--- src/rtl/tmds_pkg.sv ---
`default_nettype none
// +----------------------------------------------------------------------+
// | Module   : tmds_pkg                                                  |
// | Brief    : Shared constants, types and helpers for the TMDS encoder. |
// | Revision : 1.0 - initial release                                     |
// +----------------------------------------------------------------------+
package tmds_pkg;

   // Lane widths
   localparam int TMDS_DATA_W = 8;
   localparam int TMDS_SYM_W  = 10;

   // Running disparity is a signed 5-bit value; the encoder keeps it within +/-10
   localparam int DISP_W = 5;

   typedef logic signed [DISP_W-1:0] disp_t;

   localparam disp_t DISP_ZERO  = 5'sd0;
   localparam disp_t DISP_TWO   = 5'sd2;
   localparam disp_t DISP_EIGHT = 5'sd8;

   // Control-period symbols, indexed by {c1, c0}
   localparam logic [TMDS_SYM_W-1:0] TMDS_CTRL_00 = 10'h354;
   localparam logic [TMDS_SYM_W-1:0] TMDS_CTRL_01 = 10'h0AB;
   localparam logic [TMDS_SYM_W-1:0] TMDS_CTRL_10 = 10'h154;
   localparam logic [TMDS_SYM_W-1:0] TMDS_CTRL_11 = 10'h2AB;

   // Stage-1 pipeline word: transition-minimised byte plus the control fields
   typedef struct packed {
      logic [8:0] qm;
      logic       blank;
      logic       c1;
      logic       c0;
   } qm_word_t;

   // Number of ones in a byte (0..8)
   function automatic logic [3:0] popcount8(input logic [7:0] v);
      logic [3:0] n;
      n = 4'd0;
      for (int i = 0; i < 8; i++) begin
         n = n + {3'b000, v[i]};
      end
      return n;
   endfunction

   // Control symbol selected by the two control bits
   function automatic logic [TMDS_SYM_W-1:0] ctrl_symbol(input logic c1, input logic c0);
      logic [TMDS_SYM_W-1:0] s;
      case ({c1, c0})
         2'b00:   s = TMDS_CTRL_00;
         2'b01:   s = TMDS_CTRL_01;
         2'b10:   s = TMDS_CTRL_10;
         default: s = TMDS_CTRL_11;
      endcase
      return s;
   endfunction

endpackage
`default_nettype wire

--- src/rtl/tmds_qm_stage.sv ---
`default_nettype none
// +----------------------------------------------------------------------+
// | Module   : tmds_qm_stage                                             |
// | Brief    : Stage 1 of the TMDS encoder - XOR/XNOR transition        |
// |            minimisation of the pixel byte, registered together with  |
// |            the blank and control bits.                               |
// | Revision : 1.0 - initial release                                     |
// +----------------------------------------------------------------------+
module tmds_qm_stage
   import tmds_pkg::*;
(
   input  logic       clk_i,
   input  logic       rst_n_i,
   input  logic [7:0] data_i,
   input  logic       c0_i,
   input  logic       c1_i,
   input  logic       blank_i,
   output qm_word_t   word_o
);

   logic [3:0] n1;
   logic       use_xnor;
   qm_word_t   word_d;
   qm_word_t   word_q;

   // Pick the chain that yields fewer transitions, then build qm bit by bit
   always_comb begin
      word_d       = '0;
      n1           = popcount8(data_i);
      use_xnor     = (n1 > 4'd4) || ((n1 == 4'd4) && !data_i[0]);
      word_d.qm[0] = data_i[0];
      for (int i = 1; i < 8; i++) begin
         word_d.qm[i] = use_xnor ? ~(word_d.qm[i-1] ^ data_i[i])
                                 :  (word_d.qm[i-1] ^ data_i[i]);
      end
      // qm[8] flags the chain used so the decoder can undo it
      word_d.qm[8] = ~use_xnor;
      word_d.blank = blank_i;
      word_d.c1    = c1_i;
      word_d.c0    = c0_i;
   end

   // Stage-1 register; reset looks like a control-00 period
   always_ff @(posedge clk_i or negedge rst_n_i) begin
      if (!rst_n_i) begin
         word_q.qm    <= 9'd0;
         word_q.blank <= 1'b1;
         word_q.c1    <= 1'b0;
         word_q.c0    <= 1'b0;
      end else begin
         word_q <= word_d;
      end
   end

   assign word_o = word_q;

endmodule
`default_nettype wire

--- src/rtl/tmds_encoder_8b10b.sv ---
`default_nettype none
// +----------------------------------------------------------------------+
// | Module   : tmds_encoder_8b10b                                        |
// | Brief    : Single-lane DVI/TMDS 8b/10b encoder. Stage 1 performs    |
// |            transition minimisation, stage 2 DC balancing against a   |
// |            signed running disparity. Two-cycle latency, one symbol   |
// |            every pixel clock.                                        |
// | Revision : 1.0 - initial release                                     |
// +----------------------------------------------------------------------+
module tmds_encoder_8b10b
   import tmds_pkg::*;
(
   input  logic       clk_pixel,
   input  logic       rst_n,
   input  logic [7:0] in_data,
   input  logic       in_c0,
   input  logic       in_c1,
   input  logic       in_blank,
   output logic [9:0] out_symbol
);

   qm_word_t   st1;

   logic [3:0] n1;
   disp_t      n1_s;
   disp_t      n0_s;
   disp_t      diff;
   logic       qm8;
   logic [7:0] qm;

   logic [9:0] sym_d;
   logic [9:0] sym_q;
   disp_t      cnt_d;
   disp_t      cnt_q;

   tmds_qm_stage u_qm_stage (
      .clk_i   (clk_pixel),
      .rst_n_i (rst_n),
      .data_i  (in_data),
      .c0_i    (in_c0),
      .c1_i    (in_c1),
      .blank_i (in_blank),
      .word_o  (st1)
   );

   // Stage 2: choose inversion to steer the running disparity back to zero
   always_comb begin
      qm    = st1.qm[7:0];
      qm8   = st1.qm[8];
      n1    = popcount8(qm);
      n1_s  = disp_t'({1'b0, n1});
      n0_s  = DISP_EIGHT - n1_s;
      diff  = n1_s - n0_s;
      sym_d = TMDS_CTRL_00;
      cnt_d = cnt_q;

      if (st1.blank) begin
         // Control periods restart the disparity so each active line starts balanced
         sym_d = ctrl_symbol(st1.c1, st1.c0);
         cnt_d = DISP_ZERO;
      end else if ((cnt_q == DISP_ZERO) || (diff == DISP_ZERO)) begin
         sym_d = {~qm8, qm8, (qm8 ? qm : ~qm)};
         cnt_d = qm8 ? (cnt_q + diff) : (cnt_q - diff);
      end else if (((cnt_q > DISP_ZERO) && (diff > DISP_ZERO)) ||
                   ((cnt_q < DISP_ZERO) && (diff < DISP_ZERO))) begin
         // Same sign as the running excess: invert the payload
         sym_d = {1'b1, qm8, ~qm};
         cnt_d = cnt_q + (qm8 ? DISP_TWO : DISP_ZERO) - diff;
      end else begin
         sym_d = {1'b0, qm8, qm};
         cnt_d = cnt_q - (qm8 ? DISP_ZERO : DISP_TWO) + diff;
      end
   end

   // Stage-2 register: output symbol and running disparity
   always_ff @(posedge clk_pixel or negedge rst_n) begin
      if (!rst_n) begin
         sym_q <= TMDS_CTRL_00;
         cnt_q <= DISP_ZERO;
      end else begin
         sym_q <= sym_d;
         cnt_q <= cnt_d;
      end
   end

   assign out_symbol = sym_q;

endmodule
`default_nettype wire

--- config.mk ---
export PLATFORM = sky130hd
export DESIGN_NAME = tmds_encoder_8b10b
export DESIGN_NICKNAME = d
export VERILOG_FILES = /design/src/rtl/tmds_pkg.sv /design/src/rtl/tmds_qm_stage.sv /design/src/rtl/tmds_encoder_8b10b.sv
export SDC_FILE = /design/constraint.sdc
export NUM_CORES = 1
export LEC_CHECK = 0
export CELL_PAD_IN_SITES_DETAIL_PLACEMENT = 1
export CELL_PAD_IN_SITES_GLOBAL_PLACEMENT = 2
export CORE_MARGIN = 3
export CORE_UTILIZATION = 38
export CTS_BUF_LIST = sky130_fd_sc_hd__clkbuf_8
export CTS_CLUSTER_DIAMETER = 200
export CTS_CLUSTER_SIZE = 16
export DETAILED_ROUTE_END_ITERATION = 8
export GPL_ROUTABILITY_DRIVEN = 0
export PLACE_DENSITY_LB_ADDON = 0.05
export SETUP_SLACK_MARGIN = 0.02
export SYNTH_ARGS = -nofsm -noshare
export SYNTH_HDL_FRONTEND = slang
export SYNTH_SLANG_ARGS = --single-unit
--- constraint.sdc ---
create_clock -name clk_pixel -period 5.25 [get_ports clk_pixel]
set_clock_uncertainty 0.05 [all_clocks]
set_input_delay 1.575 -clock clk_pixel [delete_from_list [all_inputs] [get_ports clk_pixel]]
set_output_delay 1.575 -clock clk_pixel [all_outputs]
set_load 0.05 [all_outputs]
==> flow_summary.ini, run 1 <==
[layout]
n_antenna_cell = 0
stdcell_area_um2 = 2460
drive_above_1_share = 0.104
synthToLayoutAreaGrowth_pct = 19.5
layout.nets = 274

[floorplan]
placeable_core_region_um2 = 5170
die_x_um = 79.6
chipHeight_um = 79.6
boundaryPins = 23
floorplan.initialDensity = 0.398
die_area_um2 = 6340
placement_rows = 26

[timing]
finalCritPeriodShare = 0.938
setup_repair_after_global_routing_missed_its_margin = no
hold_viol = 0
tightest_slew_ns = 1.08
max_slew_margin = 0.278
report.final.setup_viol = 0
final.min_clock_period_ns = 4.92
final-max-slew-violation-count = 0
fmaxAchievable_ghz = 0.203

[logic_synthesis]
synth_fp_nets = 245
post-synth-top-area-fraction = 0.243
yosys.area.top_type = dfrtp_1
syn-instance-count = 193
postSynth.asyncResetShare = 1.00
yosysMostFrequentCell = inv_1
ys.warnings.count = 0
synth_edf_count = 0
synth-seq-cells = 26
synthesis.area_um2 = 2060
synth.area.top_cells = dfrtp_1 24%, ha_1 16%, fa_1 13%
synth_commonest_cells = 39 x inv_1, 26 x ha_1, 20 x dfrtp_1, 20 x xnor2_1, 16 x a21oi_1
yosys.cell_types.count = 37
synth_sequential_area_ratio = 0.320
postSynth.topFlopCell = dfrtp_1
synth.avg_cell_area_um2 = 10.7

[detailed_routing]
viasPerCell = 4.70
detail-route-antenna-nets = 0
routedWlPerCell_um = 14.6
drt_drc_violations_left = 0
dr.first_iter.drc_count = 20
first_pass_iters = 4
totalWireLength_mm = 4.25
vias = 1369

[clocking]
cts_setup_buffers = 0
clk-insertion-delay-late_ns = 0.27
postCtsResizedCells = 0
clk_transition_reported_paths_ns = 0.10
clock_sinks = 26
htree_num_levels = 1
cts_buffers = 3
cts_buffer_depth = 2
clock_tree.root_cell = clkbuf_8
cts_hold_buffers = 0
cts_tree = built

[global_route]
grt_use_total = 0.147
antenna_found_initial = 0
grt_pass1_wl_mm = 7.28
globalRoute.totalOverflow = 0
maximum_number_of_pins_on_one_net_before_global_route_repair = 24
vias_in_the_first_global_route = 1528

[placed_design]
place.port_buffers = 22
dp_hpwl_mm = 3.60
place_area_um2 = 2390

[critical_path]
crit_required_ns = 5.40
end_kind = flop
critical_path.startpoint_type = input pin
class_of_the_most_critical_setup_path = in2reg
critPathMaxFanout = 3
worstPathArrival_ns = 5.07

[status]
run_status = completed

[worst_hold_path]
holdCritPathClass = reg2reg

[job]
drv.max_cap_violation_count = 0
[cell families after synthesis]
group | share of synthesized area
multiplexers | 0.0353
XOR/XNOR | 0.126
AO/OA/AOI/OAI | 0.0772
flip-flops | 0.320
AND/OR/NAND/NOR | 0.0802
adder cells (fa/ha/maj) | 0.284
buffers and inverters | 0.0772
[final timing paths]
kind | start | end | slack [ns] | cells past startpoint
max in group asynchronous | rst_n | out_symbol[3]$_DFF_PN0_ | 2.66 | 2
min in group asynchronous | rst_n | cnt_q[4]$_DFF_PN0_ | 1.83 | 1
max | in_data[0] | u_qm_stage.word_o[10]$_DFF_PN0_ | 0.33 | 12
max reg2reg | u_qm_stage.word_o[3]$_DFF_PN0_ | cnt_q[4]$_DFF_PN0_ | 0.54 | 16
min reg2reg | u_qm_stage.word_o[2]$_DFF_PN1_ | cnt_q[3]$_DFF_PN0_ | 0.50 | 1
min | u_qm_stage.word_o[2]$_DFF_PN1_ | cnt_q[3]$_DFF_PN0_ | 0.50 | 1
[layer usage]
metal | up-vias | GRT usage | wire length [um]
met5 | - | 0 | 0
li1 | 673 | - | -
met2 | 23 | 0.261 | 2120
met1 | 671 | 0.192 | 1950
met4 | 0 | 0.0258 | 30
met3 | 2 | 0.0203 | 151
[cell type report]
| type | count | area (um2) |
|---|---|---|
| well taps | 70 | 87.6 |
| repair buffers | 26 | 250 |
| inverters | 40 | 150 |
| flip-flops and latches | 26 | 658 |
| clock inverters | 1 | 30.0 |
| clock buffers | 3 | 41.3 |
| multi-input cells | 125 | 1240 |
| fillers | 574 | 2710 |
[flip-flops by register name, summed over array words and instances, names as in the netlist]
signal,cells
out_symbol,10
u_qm_stage.word_o,12
cnt_q,4
[stage by stage]
| step | hold WS (ns) | util | TNS, ns | std cells | worst slack [ns] |
|---|---|---|---|---|---|
| 5_1_grt | 0.526 | 0.475 | 0 | 291 | 0.118 |
| 3_5_place_dp | 0.490 | 0.462 | -0.0221 | 287 | -0.0221 |
| 3_3_place_gp | 0.483 | 0.462 | 0 | 287 | 0.153 |
| 4_1_cts | 0.514 | 0.475 | 0 | 291 | 0.275 |
| 6_report | 0.503 | 0.475 | 0 | 291 | 0.327 |
| 2_1_floorplan | 0.442 | - | 0 | 193 | 0.626 |
[worst max-delay path: stages]
cell	delay, ns
clkdlybuf4s50_1	0.46
ha_1	0.33
inv_1	0.11
fa_1	0.45
fa_1	0.50
inv_1	0.05
fa_1	0.41
fa_1	0.46
nor3b_1	0.20
o22ai_1	0.14
xnor2_1	0.25
xnor2_1	0.15
[cell usage in the layout, fill, tap and decap left out, types with 2 or more instances in the layout]
cell type / synthesis / layout
nand3b_1: 2 / 2
dfstp_2: 6 / 6
xor2_1: 4 / 4
xnor2_2: 2 / 2
inv_1: 39 / 39
nor3_1: 2 / 2
a21oi_1: 16 / 16
buf_4: 0 / 4
nand2_1: 4 / 4
mux2i_1: 5 / 5
nor2_1: 7 / 7
ha_1: 26 / 26
dfrtp_1: 20 / 20
nor4_2: 2 / 2
fa_1: 13 / 13
nor3b_1: 2 / 2
nand3_1: 3 / 3
clkdlybuf4s50_1: 0 / 22
xnor2_1: 20 / 20
clkbuf_8: 0 / 3
Power of run 1 is left out: the tool's default activity adds up to more than one toggle a clock period on the data nets, which glitch-free logic cannot reach.
==> run 2, diff against run 1 <==
CORE_MARGIN = default   (was 3)
CORE_UTILIZATION = 39   (was 38)
SYNTH_HIERARCHICAL = 1   (was default)
clock period = 5.1 ns   (was 5.25 ns; I/O delays follow)
==> run 2 against run 1 <==
  * Synthesized area grew 4.3%
  * Critical path depth shrank 1
  * Die area fell by 8.4%
==> flow_summary.ini, run 2 <==
[detailed_routing]
routedWlPerCell_um = 15.7
drt_drc_violations_left = 0
viasPerCell = 4.88
detail-route-antenna-nets = 0
totalWireLength_mm = 4.66
vias = 1448
dr.first_iter.drc_count = 22
first_pass_iters = 4

[critical_path]
end_kind = flop
critPathMaxStageDelay_ns = 0.55
class_of_the_most_critical_setup_path = in2reg
regToRegEndpoint = cnt_q[4]$_DFF_PN0_
worst_path_most_repeated_cell = fa_1
cp_cell_sequence = clkdlybuf4s50_1, inv_1, fa_1, fa_1, fa_1, inv_1, ha_2, fa_1, or3b_4, a22oi_4, xnor3_1
reg2regPathDepth = 18
critical_path_buf_inv_count = 3
family_of_cells_with_the_greatest_summed_delay_on_the_critical_path = adder cells
worstPathArrival_ns = 5.10
critical_path.startpoint_type = input pin
critPathSlowestCell = fa_1
crit_required_ns = 5.20
worst-r2r-setup-slack_ns = 0.38
rr_startpoint = u_qm_stage/word_o[3]$_DFF_PN0_
critPathMaxFanout = 3

[placed_design]
dpl_worst_slack_ns = -0.411
dp_hpwl_mm = 3.92
place.port_buffers = 22

[logic_synthesis]
synth_commonest_cells = 43 x inv_1, 26 x ha_1, 20 x dfrtp_1
synthesis.area_um2 = 2150
postSynth.topFlopCell = dfrtp_1
syn-instance-count = 196
postSynth.asyncResetShare = 1.00
ys.warnings.count = 6
synth_sequential_area_ratio = 0.307
synth.area.top_cells = dfrtp_1 23%, ha_1 15%, fa_1 12%
post-synth-top-area-fraction = 0.233
synth_edf_count = 0
synth-seq-cells = 26
yosysMostFrequentCell = inv_1
yosys.area.top_type = dfrtp_1
synth_fp_nets = 248
synth.avg_cell_area_um2 = 10.9
yosys.cell_types.count = 39

[floorplan]
die_area_um2 = 5800
placement_rows = 26
floorplan.initialDensity = 0.412
placeable_core_region_um2 = 5200
boundaryPins = 23
die_x_um = 76.2
chipHeight_um = 76.2

[clocking]
cts_setup_buffers = 0
cts_tree = built
cts_buffer_depth = 2
cts_hold_buffers = 0
cts_buffers = 3
clock_tree.root_cell = clkbuf_8
clk_transition_reported_paths_ns = 0.09
clock_sinks = 26
htree_num_levels = 1
clk-insertion-delay-late_ns = 0.27

[layout]
n_antenna_cell = 0
finished_core_util = 0.494
layout.nets = 280
largest_register_ff_count = 12
synthToLayoutAreaGrowth_pct = 19.9
final_cell_mix = 43 x inv_1, 25 x ha_1, 21 x clkdlybuf4s50_1
drive_above_1_share = 0.123
most_common_cell_after_layout_fill_and_taps_aside = inv_1

[timing]
timing.final.ws_setup_ns = 0.0932
finalCritPeriodShare = 0.982
setup_repair_after_global_routing_missed_its_margin = no
max_slew_margin = 0.236
final.min_clock_period_ns = 5.01
tightest_slew_ns = 1.14
hold_ws_ns = 0.499
final-max-slew-violation-count = 0
report.final.setup_viol = 0
fmaxAchievable_ghz = 0.200
hold_viol = 0

[job]
drv.max_cap_violation_count = 0

[global_route]
maximum_number_of_pins_on_one_net_before_global_route_repair = 27
vias_in_the_first_global_route = 1722
globalRoute.totalOverflow = 0
grt_use_total = 0.182
grt_pass1_wl_mm = 8.30
antenna_found_initial = 0

[status]
run_status = completed

[worst_hold_path]
holdCritPathClass = reg2reg
whs_path_depth = 1
hold_start = u_qm_stage/word_o[2]$_DFF_PN1_
hold_end = cnt_q[2]$_DFF_PN0_
run 2: cell count changes in the layout (fill, tap and decap cells not counted), moves of 3 or more:
cell,before,now
xnor2_1,20,16
inv_1,39,43
xnor3_1,0,3
buf_4,4,7
run 2: worst max path at each step:
| stage | cells past startpoint | start | to |
|---|---|---|---|
| after detailed placement | 11 | in_data[0] | u_qm_stage/word_o[8]$_DFF_PN0_ |
| after global routing | 11 | in_data[0] | u_qm_stage/word_o[10]$_DFF_PN0_ |
| final | 11 | in_data[0] | u_qm_stage/word_o[10]$_DFF_PN0_ |
| after CTS | 11 | in_data[1] | u_qm_stage/word_o[10]$_DFF_PN0_ |
| after floorplan | 10 | in_data[0] | u_qm_stage/word_o[10]$_DFF_PN0_ |
| after global placement | 11 | in_data[0] | u_qm_stage/word_o[8]$_DFF_PN0_ |
run 2: kinds of logic after synthesis:
family / Yosys count / share of synthesized area
AOI/OAI and AO/OA: 25 / 0.0840
xor gates and xnor gates: 27 / 0.146
adders and majority gates: 39 / 0.273
buffers and inverters: 46 / 0.0810
DFF: 26 / 0.307
muxes: 6 / 0.0338
and+or+nand+nor: 27 / 0.0758
run 2: cell type report:
| cell class | instances | area [um2] |
|---|---|---|
| clock buffers | 3 | 41.3 |
| flip-flops and latches | 26 | 658 |
| clock inverters | 1 | 30.0 |
| fillers | 578 | 2630 |
| well taps | 70 | 87.6 |
| repair buffers | 29 | 272 |
| multi-input cells | 124 | 1320 |
| inverters | 44 | 165 |
run 2: worst register-to-register path, stage by stage, from the launching register on:
cell     delay [ns]
dfrtp_1        0.38
inv_1          0.07
fa_1           0.56
fa_1           0.43
fa_1           0.43
inv_1          0.06
ha_1           0.18
inv_1          0.07
fa_1           0.46
xnor2_1        0.30
ha_1           0.29
inv_1          0.09
ha_1           0.29
a21o_1         0.21
a31oi_1        0.14
buf_4          0.16
xnor2_4        0.11
mux2i_1        0.11
nor4_2         0.25
run 2: metrics by stage:
stage / setup TNS, ns / std cells / instance area (um2)
2_1_floorplan: 0 / 196 / 2150
5_1_grt: 0 / 297 / 2570
3_5_place_dp: -1.50 / 293 / 2500
3_3_place_gp: -0.770 / 293 / 2500
4_1_cts: 0 / 297 / 2570
6_report: 0 / 297 / 2570
run 2: metal layers:
layer,share of wire,global-route usage,vias to the layer above
met5,0,0,-
met4,0.016,0.0731,0
met3,0.013,0.0204,6
met2,0.58,0.358,16
met1,0.39,0.197,741
li1,-,-,685
run 2: repair_timing:
action / 4_1_cts / 5_1_grt
hold endpoints to repair: 0 / 0
resized for setup: 3 / 0
setup endpoints to repair: 3 / 4
pin swaps: 6 / 3
cloned: 0 / 0
Power of run 2 is left out for the same reason.
==> run 3, diff against run 2 <==
CORE_UTILIZATION = 38   (was 39)
CTS_BUF_LIST = sky130_fd_sc_hd__clkbuf_16   (was sky130_fd_sc_hd__clkbuf_8)
CTS_CLUSTER_SIZE = 30   (was 16)
SETUP_SLACK_MARGIN = default   (was 0.02)
==> run 3 against run 2 <==
  * Clock-buffer cell count unchanged
  * Die area increased by 2.6%
  * Worst setup slack improved by 0.027 ns
  * Critical path depth stayed put
  * Non-clock buffer count up 2
  * Critical path type unchanged
  * Largest cell class unchanged
  * Highest routed layer unchanged
==> flow_summary.ini, run 3 (synthesis results as in run 2) <==
[timing]
tightest_slew_ns = 1.09
final-max-slew-violation-count = 0
timing.final.ws_setup_ns = 0.120
report.final.setup_viol = 0
max_slew_margin = 0.270
setup_repair_after_global_routing_missed_its_margin = no
totalNegativeSetupSlack_ns = 0
hold_viol = 0
fmaxAchievable_ghz = 0.201
final.min_clock_period_ns = 4.98
finalCritPeriodShare = 0.977

[layout]
drive_above_1_share = 0.131
largest_register_ff_count = 12
synthToLayoutAreaGrowth_pct = 22.2
n_antenna_cell = 0
final-instance-count-excl-fill = 299
final-seq-area_um2 = 658
final_cell_mix = 43 x inv_1, 25 x ha_1, 22 x clkdlybuf4s50_1
layout.nets = 282
multi_input_comb_area_um2 = 1320
nFillCells = 588
most_common_cell_after_layout_fill_and_taps_aside = inv_1
stdcell_area_um2 = 2620

[floorplan]
placement_rows = 26
die_area_um2 = 5950
die_x_um = 77.1
boundaryPins = 23
chipHeight_um = 77.1
floorplan.initialDensity = 0.407
placeable_core_region_um2 = 5270

[critical_path]
class_of_the_most_critical_setup_path = in2reg
critical_path.startpoint_type = input pin
crit_required_ns = 5.18
regToRegEndpoint = cnt_q[4]$_DFF_PN0_
rr_startpoint = u_qm_stage/word_o[3]$_DFF_PN0_
end_kind = flop
worstPathArrival_ns = 5.06
worst-r2r-setup-slack_ns = 0.39
critPathMaxFanout = 3
reg2regPathDepth = 16

[clocking]
htree_num_levels = 1
clock_sinks = 26
clock_tree.root_cell = clkbuf_16
cts_buffer_depth = 2
clk-insertion-delay-late_ns = 0.26
cts_hold_buffers = 0
cts_tree = built
cts_buffers = 3
clk_transition_reported_paths_ns = 0.07

[global_route]
grt_pass1_wl_mm = 7.80
maximum_number_of_pins_on_one_net_before_global_route_repair = 25
grt_use_total = 0.171
globalRoute.totalOverflow = 0
vias_in_the_first_global_route = 1532
antenna_found_initial = 0

[worst_hold_path]
hold_end = cnt_q[2]$_DFF_PN0_
holdCritPathClass = reg2reg
whs_path_depth = 1
hold_start = u_qm_stage/word_o[2]$_DFF_PN1_

[detailed_routing]
dr.first_iter.drc_count = 49
first_pass_iters = 4
totalWireLength_mm = 4.41
routedWlPerCell_um = 14.7
detail-route-antenna-nets = 0
viasPerCell = 4.74
drt_drc_violations_left = 0
vias = 1417

[placed_design]
placed_cells = 295
place_area_um2 = 2510
place.port_buffers = 22
dp_hpwl_mm = 3.69
dpl_worst_slack_ns = -0.339

[status]
run_status = completed

[job]
drv.max_cap_violation_count = 0
[run 3: cell count changes in the layout (fill, tap and decap cells not counted), sizes merged]
cell	change
clkdlybuf4s50	+1
dlygate4sd2	-1
buf	+2
[run 3: what timing repair did]
action | 4_1_cts | 5_1_grt
endpoints found under the setup margin | 2 | 4
buffers inserted | 0 | 0
pin swaps | 3 | 3
resized for setup | 0 | 2
endpoints found under the hold margin | 0 | 0
[run 3: worst max path at each step]
stage,start,to,slack [ns],depth (start not counted)
2_1_floorplan,in_data[0],u_qm_stage/word_o[10]$_DFF_PN0_,0.27,10
3_3_place_gp,in_data[0],u_qm_stage/word_o[10]$_DFF_PN0_,-0.21,11
3_5_place_dp,in_data[0],u_qm_stage/word_o[8]$_DFF_PN0_,-0.34,11
4_1_cts,in_data[0],u_qm_stage/word_o[8]$_DFF_PN0_,0.01,11
5_1_grt,in_data[3],u_qm_stage/word_o[8]$_DFF_PN0_,0.006,11
6_report,in_data[3],u_qm_stage/word_o[10]$_DFF_PN0_,0.12,11
[run 3: layout make-up]
cell class	count	area share
Multi-Input combinational cell	124	0.503
Sequential cell	26	0.251
Timing Repair Buffer	31	0.110
Inverter	44	0.0630
Tap cell	70	0.0334
Clock buffer	3	0.0286
Clock inverter	1	0.0115
[run 3: layer usage]
| layer | routed length [um] | GRT usage | share of wire | vias to the layer above |
|---|---|---|---|---|
| li1 | - | - | - | 693 |
| met1 | 2110 | 0.229 | 0.48 | 696 |
| met2 | 2150 | 0.287 | 0.49 | 24 |
| met3 | 95 | 0.0155 | 0.022 | 4 |
| met4 | 54 | 0.0566 | 0.012 | 0 |
| met5 | 0 | 0 | 0 | - |
[run 3: critical path: stages]
cell and delay, ns:
clkdlybuf4s50_1 0.47, inv_1 0.06, fa_1 0.56, fa_1 0.44
fa_1 0.49, inv_1 0.04, ha_2 0.17, fa_1 0.43
or3b_4 0.41, a22oi_4 0.20, xnor3_1 0.25
[run 3: per-stage QoR]
stage | util | hold WS (ns)
global route | 0.498 | 0.521
global placement | 0.477 | 0.485
CTS | 0.497 | 0.514
floorplan | - | 0.442
finish | 0.498 | 0.512
detailed placement | 0.477 | 0.499
Power of run 3 is left out for the same reason.
